[src/rtl/alu4_arbiter_if.sv]
// Requester-side bus of alu4_arbiter: request handshake with operands, response handshake with result/flags.
// Define ALU_LOCK_EN to add the per-requester req_lock signal.
interface alu4_arbiter_if #(
  parameter int NREQ = 2
);
  logic [NREQ-1:0]   req_valid;
  logic [NREQ-1:0]   req_ready;
  logic [3*NREQ-1:0] req_op;
  logic [4*NREQ-1:0] req_a;
  logic [4*NREQ-1:0] req_b;
  logic [NREQ-1:0]   req_cin;
  logic [NREQ-1:0]   rsp_valid;
  logic [NREQ-1:0]   rsp_ready;
  logic [3:0]        rsp_result;
  logic [3:0]        rsp_flags;
`ifdef ALU_LOCK_EN
  logic [NREQ-1:0]   req_lock;

  modport master (
    output req_valid, req_op, req_a, req_b, req_cin, req_lock, rsp_ready,
    input  req_ready, rsp_valid, rsp_result, rsp_flags
  );
  modport slave (
    input  req_valid, req_op, req_a, req_b, req_cin, req_lock, rsp_ready,
    output req_ready, rsp_valid, rsp_result, rsp_flags
  );
`else
  modport master (
    output req_valid, req_op, req_a, req_b, req_cin, rsp_ready,
    input  req_ready, rsp_valid, rsp_result, rsp_flags
  );
  modport slave (
    input  req_valid, req_op, req_a, req_b, req_cin, rsp_ready,
    output req_ready, rsp_valid, rsp_result, rsp_flags
  );
`endif
endinterface

[src/rtl/alu4_arbiter.sv]
// Round-robin arbiter sharing one combinational 4-bit ALU among NREQ requesters, one op in flight.
// Define ALU_LOCK_EN to let a requester holding req_lock keep priority for back-to-back ops.
module alu4_arbiter #(
  parameter int NREQ = 2
) (
  input  logic          clk,
  input  logic          rst,
  alu4_arbiter_if.slave bus,
  output logic [3:0]    alu_a,
  output logic [3:0]    alu_b,
  output logic [2:0]    alu_c,
  output logic          alu_cin,
  input  logic [3:0]    alu_result,
  input  logic          alu_zero,
  input  logic          alu_ovf,
  input  logic          alu_carry,
  input  logic          alu_size
);
  localparam int PW = (NREQ > 1) ? $clog2(NREQ) : 1;
  localparam logic [1:0] IDLE = 2'd0;
  localparam logic [1:0] EXEC = 2'd1;
  localparam logic [1:0] RESP = 2'd2;

  logic [1:0]        state;
  logic [PW-1:0]     ptr;
  logic [PW-1:0]     g;
  logic [PW-1:0]     off;
  logic [PW-1:0]     winner;
  logic              found;
  logic [2*NREQ-1:0] dbl;
  logic [NREQ-1:0]   rot;
  logic [2:0]        sel_op;
  logic [3:0]        sel_a;
  logic [3:0]        sel_b;
  logic              sel_cin;
  logic [2:0]        op_q;
  logic [3:0]        a_q;
  logic [3:0]        b_q;
  logic              cin_q;
  logic              arith_op;
  logic              cmp_op;
`ifdef ALU_LOCK_EN
  logic              sel_lock;
  logic              lock_q;
`endif

  function automatic logic [PW-1:0] wrap_add(input logic [PW-1:0] x, input logic [PW-1:0] y);
    logic [PW:0] s;
    s = {1'b0, x} + {1'b0, y};
    if (s >= (PW+1)'(NREQ))
      s = s - (PW+1)'(NREQ);
    return s[PW-1:0];
  endfunction

  // Rotate the request vector so bit 0 is the requester at ptr, then take the lowest set bit.
  always_comb begin
    dbl   = {bus.req_valid, bus.req_valid} >> ptr;
    rot   = dbl[NREQ-1:0];
    off   = '0;
    found = 1'b0;
    for (int k = NREQ - 1; k >= 0; k--) begin
      if (rot[k]) begin
        off   = PW'(k);
        found = 1'b1;
      end
    end
    winner = wrap_add(ptr, off);
  end

  always_comb begin
    sel_op  = '0;
    sel_a   = '0;
    sel_b   = '0;
    sel_cin = 1'b0;
`ifdef ALU_LOCK_EN
    sel_lock = 1'b0;
`endif
    for (int k = 0; k < NREQ; k++) begin
      if (winner == PW'(k)) begin
        sel_op  = bus.req_op[3*k +: 3];
        sel_a   = bus.req_a[4*k +: 4];
        sel_b   = bus.req_b[4*k +: 4];
        sel_cin = bus.req_cin[k];
`ifdef ALU_LOCK_EN
        sel_lock = bus.req_lock[k];
`endif
      end
    end
  end

  assign bus.req_ready = (state == IDLE && found && !rst) ? (NREQ'(1) << winner) : '0;

  assign alu_a   = (state == EXEC) ? a_q   : 4'd0;
  assign alu_b   = (state == EXEC) ? b_q   : 4'd0;
  assign alu_c   = (state == EXEC) ? op_q  : 3'd0;
  assign alu_cin = (state == EXEC) ? cin_q : 1'b0;

  // Carry/overflow are only meaningful for add, sub and compare; zero/size only for compare.
  assign arith_op = (op_q[2] == op_q[1]);
  assign cmp_op   = op_q[2] & op_q[1];

  always_ff @(posedge clk or posedge rst) begin
    if (rst) begin
      state          <= IDLE;
      ptr            <= '0;
      g              <= '0;
      op_q           <= '0;
      a_q            <= '0;
      b_q            <= '0;
      cin_q          <= 1'b0;
      bus.rsp_valid  <= '0;
      bus.rsp_result <= '0;
      bus.rsp_flags  <= '0;
`ifdef ALU_LOCK_EN
      lock_q         <= 1'b0;
`endif
    end else begin
      case (state)
        IDLE: begin
          if (found) begin
            op_q  <= sel_op;
            a_q   <= sel_a;
            b_q   <= sel_b;
            cin_q <= sel_cin;
            g     <= winner;
`ifdef ALU_LOCK_EN
            lock_q <= sel_lock;
`endif
            state <= EXEC;
          end
        end
        EXEC: begin
          bus.rsp_result <= alu_result;
          bus.rsp_flags  <= {alu_zero & cmp_op, alu_ovf & arith_op,
                            alu_carry & arith_op, alu_size & cmp_op};
          bus.rsp_valid  <= NREQ'(1) << g;
          state          <= RESP;
        end
        RESP: begin
          // rsp_valid is one-hot on g, so this only honours the granted requester's ready.
          if (|(bus.rsp_ready & bus.rsp_valid)) begin
            bus.rsp_valid <= '0;
`ifdef ALU_LOCK_EN
            ptr <= lock_q ? g : wrap_add(g, PW'(1));
`else
            ptr <= wrap_add(g, PW'(1));
`endif
            state <= IDLE;
          end
        end
        default: state <= IDLE;
      endcase
    end
  end
endmodule

[src/flat_wrapper.sv]
// flat-port wrapper written by rule: the top's interface ports become plain ports
module alu4_arbiter_flat 
#(
  parameter int NREQ = 2
)
  (clk, rst, alu_a, alu_b, alu_c, alu_cin, alu_result, alu_zero, alu_ovf, alu_carry, alu_size, bus_req_valid, bus_req_op, bus_req_a, bus_req_b, bus_req_cin, bus_rsp_ready, bus_req_ready, bus_rsp_valid, bus_rsp_result, bus_rsp_flags);
  alu4_arbiter_if #(.NREQ(NREQ)) bus_i ();
  input  logic clk;
  input  logic rst;
  output logic [3:0] alu_a;
  output logic [3:0] alu_b;
  output logic [2:0] alu_c;
  output logic alu_cin;
  input  logic [3:0] alu_result;
  input  logic alu_zero;
  input  logic alu_ovf;
  input  logic alu_carry;
  input  logic alu_size;
  input wire logic [$bits(bus_i.req_valid)-1:0] bus_req_valid;
  input wire logic [$bits(bus_i.req_op)-1:0] bus_req_op;
  input wire logic [$bits(bus_i.req_a)-1:0] bus_req_a;
  input wire logic [$bits(bus_i.req_b)-1:0] bus_req_b;
  input wire logic [$bits(bus_i.req_cin)-1:0] bus_req_cin;
  input wire logic [$bits(bus_i.rsp_ready)-1:0] bus_rsp_ready;
  output wire logic [$bits(bus_i.req_ready)-1:0] bus_req_ready;
  output wire logic [$bits(bus_i.rsp_valid)-1:0] bus_rsp_valid;
  output wire logic [$bits(bus_i.rsp_result)-1:0] bus_rsp_result;
  output wire logic [$bits(bus_i.rsp_flags)-1:0] bus_rsp_flags;
  assign bus_i.req_valid = bus_req_valid;
  assign bus_i.req_op = bus_req_op;
  assign bus_i.req_a = bus_req_a;
  assign bus_i.req_b = bus_req_b;
  assign bus_i.req_cin = bus_req_cin;
  assign bus_i.rsp_ready = bus_rsp_ready;
  assign bus_req_ready = bus_i.req_ready;
  assign bus_rsp_valid = bus_i.rsp_valid;
  assign bus_rsp_result = bus_i.rsp_result;
  assign bus_rsp_flags = bus_i.rsp_flags;
  alu4_arbiter #(.NREQ(NREQ)) u_core (.clk(clk), .rst(rst), .bus(bus_i), .alu_a(alu_a), .alu_b(alu_b), .alu_c(alu_c), .alu_cin(alu_cin), .alu_result(alu_result), .alu_zero(alu_zero), .alu_ovf(alu_ovf), .alu_carry(alu_carry), .alu_size(alu_size));
endmodule
[config.mk]
export PLATFORM = sky130hd
export DESIGN_NAME = alu4_arbiter_flat
export DESIGN_NICKNAME = d
export VERILOG_FILES = /design/src/rtl/alu4_arbiter_if.sv /design/src/rtl/alu4_arbiter.sv /design/src/flat_wrapper.sv
export SDC_FILE = /design/constraint.sdc
export NUM_CORES = 1
export LEC_CHECK = 0
export CORE_ASPECT_RATIO = 1.25
export CORE_UTILIZATION = 35
export CTS_CLUSTER_DIAMETER = 40
export DETAILED_ROUTE_END_ITERATION = 8
export GPL_TIMING_DRIVEN = 0
export PLACE_DENSITY = 0.66
export SLEW_MARGIN = 25
export SYNTH_ARGS = -nofsm -noshare
export SYNTH_HDL_FRONTEND = slang
export SYNTH_SLANG_ARGS = --single-unit
[constraint.sdc]
create_clock -name clk -period 1.59 [get_ports clk]
set_input_delay 0.318 -clock clk [delete_from_list [all_inputs] [get_ports clk]]
set_output_delay 0.318 -clock clk [all_outputs]
set_load 0.05 [all_outputs]
# [After elaboration in Yosys (flattened, before gate mapping)]
# Index checks and enable logic that the tools add are counted.
# Widths: inputs -> output; s select.
[totals] out_inout_bits=24 input_bits=38 wordCells=58 regBits=26
[op_classes] shifts=3 n_reduce_logical=10 add_sub_neg=4 eq_ne=5 bitwise_logic=6 muxes=18 n_lt_le_gt_ge=2
[ops] op="$mux 4" n=4
[ops] op="$reduce_and 2->1" n=4
[ops] op="$mux 1" n=7
[ops] op="$mux 2" n=3
[ops] op="$mux 3" n=2
[ops] op="$pmux 2 s3" n=1
[ops] op="$and 1x1->1" n=5
[ops] op="$ge 2x2->1 const B" n=2
[ops] op="$ne 2x1->1 const B" n=2
[ops] op="$pmux 2 s2" n=1
[ops] op="$shl 1x1->2 const A" n=2
[ops] op="$shr 4x1->2" n=1
[ops] op="$add 1x1->2" n=1
[ops] op="$add 1x1->2 const B" n=1
[ops] op="$and 2x2->2" n=1
[ops] op="$eq 2x1->1 const B" n=1
[ops] op="$eq 2x2->1 const B" n=1
[ops] op="$logic_and 1x1->1" n=2
[ops] op="$logic_not 2->1" n=1
[ops] op="$reduce_bool 2->1" n=1
[ops] op="$reduce_or 2->1" n=1
[ops] op="$sub 1x1->1 const B" n=2
[ops] op="$eq 1x1->1" n=1
[ops] op="$logic_not 1->1" n=1

# [Depth between registers and ports, before layout]
[logic_depth] depth_word=8 mapped_depth=4 mapped_depth_nobuf=3

# [Least setup slack after synthesis]
# No wires, ideal clock.
[synth_timing] path_type="register -> output" startpoint="register u_core.state[1]" endpoint="output port bus_req_ready[0]" setup_slack_ps=-504 path_buffers=1 t_arrival_ps=1776 path_stages_with_launch=4 t_required_ps=1272 cell_sequence="dfrtp_1 or2_1 buf_2 nor4_2"
[synth_between] elab_chain_len=4
[synth_lines] element="start, declared" line_no="alu4_arbiter.sv:24" source="logic [1:0] state;"
[synth_lines] element="start signal, assigned" line_no="alu4_arbiter.sv:104" source="state <= IDLE;"
[synth_lines] element="start signal, assigned" line_no="alu4_arbiter.sv:129" source="state <= EXEC;"
[synth_lines] element="start signal, assigned" line_no="alu4_arbiter.sv:137" source="state <= RESP;"
[synth_lines] element="$logic_not 2->1" line_no="alu4_arbiter.sv:91" source="assign bus.req_ready = (state == IDLE && found && !rst) ? (NREQ'(1) << winner) : '0;"
[synth_lines] element="$logic_and 1x1->1 (2 in series)" line_no="alu4_arbiter.sv:91"
[synth_lines] element="$mux 2" line_no="alu4_arbiter.sv:91"
[synth_lines] element="end, declared" line_no="flat_wrapper.sv:25" source="output wire logic [$bits(bus_i.req_ready)-1:0] bus_req_ready;"
# No other way between the ends.

# [Final worst setup path]
[layout_timing] startpoint="register u_core.state[0]" endpoint="output port bus_req_ready[0]"
# The elaborated chain is that of the path after synthesis.

==> impl_metrics.json <==
{
  "dp.cells": 264,
  "ys_top_cells_by_area": "dfrtp_1 (47%), o2111ai_1 (15%), nand2_1 (6.3%)",
  "synth_xor_area_share_pct": 0,
  "setup_viol": 14,
  "synthArstFlopShare_pct": 100,
  "coreArea_um2": 3780,
  "start_util_pct": 36.5,
  "fp-row-count": 25,
  "antenna_cells": 0,
  "finClkSkew_ns": 0.00253,
  "vdd_drop_max_mv": 1.01,
  "cts_hold_buf": 0,
  "grt_pass1_vias": 1502,
  "synth_top_area_share_pct": 47.1,
  "syn_inst": 149,
  "grt-ovfl-total": 0,
  "gp_congestion": 0.915,
  "clk_pin_slew_ns": 0.09,
  "violations": "setup timing",
  "synth_top_area_cell": "dfrtp_1",
  "endpoint_kind": "primary output",
  "slew_viol_final": 0,
  "ff2ff_path_depth": 5,
  "grtUsageTotal_pct": 22.0,
  "seq_area_frac_synth_pct": 47.1,
  "cts_buffer_depth": 2,
  "port_buffers": 61,
  "clockRootBuffer": "clkbuf_8",
  "layout.cells.non_filler": 280,
  "crit_chain": "or2_4 -> buf_8 -> nor4_4 -> buf_6",
  "io_pins": 62,
  "clock_latency_ns": 0.27,
  "worstSetupPathType": "flip-flop to primary output",
  "power_mw": 4.55,
  "drive_gt1_share_pct": 27.0,
  "ys_types": 27,
  "yosys_register_bits": 26,
  "rsz0062_at_grt": "true",
  "nNetsFinal": 266,
  "yosysMostFrequentCell": "dfrtp_1",
  "dr.first_iter.drc_count": 66,
  "reg2reg_to": "u_core.b_q[3]",
  "synth_warnings": 0,
  "cts_inserted_buffers": 3,
  "worst_slack_ns": -0.278,
  "finalCritPeriodShare_pct": 117,
  "hold_class": "primary input to flip-flop",
  "synth_compound_area_share_pct": 21.5,
  "worst_setup_path_start_kind": "flip-flop",
  "synth_commonest_cells": "dfrtp_1 (26), o2111ai_1 (24), nand2_1 (23)",
  "r2r_start": "u_core.ptr",
  "hold-path-cell-count": 3,
  "vias_per_cell": 5.41,
  "period_needed_ns": 1.87,
  "p_leak_nw": 1.04,
  "power.density_nw_per_um2": 1940,
  "drtPass1Iterations": 4,
  "antenna_found_initial": 0,
  "synth_edf_count": 0,
  "synth_nets": 188,
  "dominantRegCellSynth": "dfrtp_1",
  "synth.avg_cell_area_um2": 9.26,
  "critPathMaxFanout": 4,
  "slowest_delay_ns": 0.43,
  "htree_num_levels": 1,
  "relSlewSlack_pct": 55.6,
  "synth_area_um2": 1380,
  "routedWlPerCell_um": 15.5,
  "yosys.area_share.simple_pct": 23.0,
  "r2r_setup_slack_ns": 0.15,
  "slowest_stage": "dfrtp_2",
  "hold_end": "u_core.op_q[0]",
  "area_growth_pct": 69.7,
  "die_w_um": 58.2,
  "hold_viol_final": 0,
  "synth.area.mux_share_pct": 1.54,
  "dp_hpwl_um": 3070,
  "max_freq_mhz": 535,
  "ant_nets": 0,
  "crit_arrival_ns": 1.55,
  "synth_top_family_by_area": "simple AND/OR/NAND/NOR gates",
  "clkSinkCount": 26,
  "grt_max_degree": 15,
  "min_from": "bus_req_valid[0]",
  "via_count": 1514,
  "drc": 0,
  "place_ws_ns": -1.35,
  "wl_um": 4350,
  "cts_tree": "yes",
  "grt_pass1_wl_um": 7000,
  "die_h_um": 72.2,
  "synthAdderAreaFrac_pct": 1.72,
  "cap_violations": 0,
  "dieArea_um2": 4200,
  "critPathRequiredTime_ns": 1.27,
  "status": "finished, violations left",
  "worst_slew_pin_slew_ns": 0.663
}
stage by stage:
step	util [%]	setup TNS, ns	hold WS, ns	cell area (um2)
floorplan	-	-0.189	0.211	1410
global placement	55.1	-13.71	0.450	2080
detailed placement	55.1	-14.39	0.456	2080
CTS	59.9	-2.25	0.471	2270
global route	61.9	-2.89	0.444	2340
finish	61.9	-2.39	0.416	2340
final cells by class:
cell class	instances	area [um2]
multi-input cells	106	706
fillers	338	1440
well taps	54	67.6
flip-flops and latches	26	652
inverters	4	18.8
clock buffers	4	55.1
repair buffers	72	754
repair inverters	1	5.00
plain buffers	13	83.8
placed cells by master (no fill, tap or decap), drive strengths merged:
| cell type | netlist | layout |
|---|---|---|
| a21oi | 1 | 1 |
| a221oi | 1 | 1 |
| a22oi | 1 | 1 |
| and2 | 12 | 12 |
| and2b | 1 | 1 |
| and3 | 1 | 1 |
| buf | 5 | 30 |
| clkbuf | 8 | 13 |
| clkdlybuf4s50 | 0 | 35 |
| clkinvlp | 0 | 2 |
| dfrtp | 26 | 26 |
| dlygate4sd2 | 0 | 11 |
| ha | 1 | 1 |
| inv | 4 | 3 |
| maj3 | 1 | 1 |
| mux2 | 1 | 1 |
| mux2i | 1 | 1 |
| nand2 | 23 | 23 |
| nand2b | 1 | 1 |
| nand3 | 14 | 14 |
| nand3b | 3 | 3 |
| nor2 | 4 | 4 |
| nor3b | 1 | 1 |
| nor4 | 1 | 1 |
| o2111ai | 24 | 24 |
| o21ai | 13 | 13 |
| or2 | 1 | 1 |
per-layer routing:
layer	part of all wire (%)	vias up	GRT usage, %
met2	53	75	39.2
met1	39	723	27.3
met5	0	-	0
li1	-	710	-
met3	6.5	6	2.14
met4	1.4	0	7.94
worst max-delay path by stage:
stage                     from          endpoint  slack [ns]
6_report       u_core.state[0]  bus_req_ready[0]       -0.28
5_1_grt        u_core.state[0]  bus_req_ready[0]       -0.31
4_1_cts        u_core.state[1]  bus_req_ready[0]       -0.26
3_5_place_dp               rst  bus_req_ready[1]       -1.35
3_3_place_gp               rst  bus_req_ready[1]       -1.27
2_1_floorplan  u_core.state[1]  bus_req_ready[0]       -0.19
registers in the layout, indices dropped and copies added (netlist names):
signal	cells
u_core.a_q	4
u_core.b_q	4
u_core.bus.rsp_flags	4
u_core.bus.rsp_result	4
u_core.bus.rsp_valid	2
u_core.cin_q	1
u_core.g	1
u_core.op_q	3
u_core.ptr	1
u_core.state	2
power breakdown:
part / internal [mW] / leakage, nW / switching [mW]
registers: 0.982 / 0.322 / 0.192
logic: 1.21 / 0.691 / 1.72
clock network: 0.222 / 0.0288 / 0.215
kinds of logic (layout without fill, tap and decap cells):
family / Yosys count / in the layout
AO/OA/AOI/OAI: 40 / 40
multiplexers: 2 / 2
AND/OR/NAND/NOR: 62 / 62
adder cells (fa/ha/maj): 2 / 2
flip-flops: 26 / 26
buffers and inverters: 17 / 94
critical path, delay by kind of cell (launching register included):
kind	cells	cell delay, ns
buffers and inverters	2	0.33
DFF	1	0.43
and+or+nand+nor	2	0.52
timing repair:
| item | in CTS | in global routing |
|---|---|---|
| hold endpoints to repair | 0 | 0 |
| resized for setup | 127 | 23 |
| cloned | 1 | 1 |
| setup buffers | 10 | 0 |
| pin swaps | 2 | 7 |
| endpoints found under the setup margin | 32 | 14 |
Power figures use the tool's default switching activity.
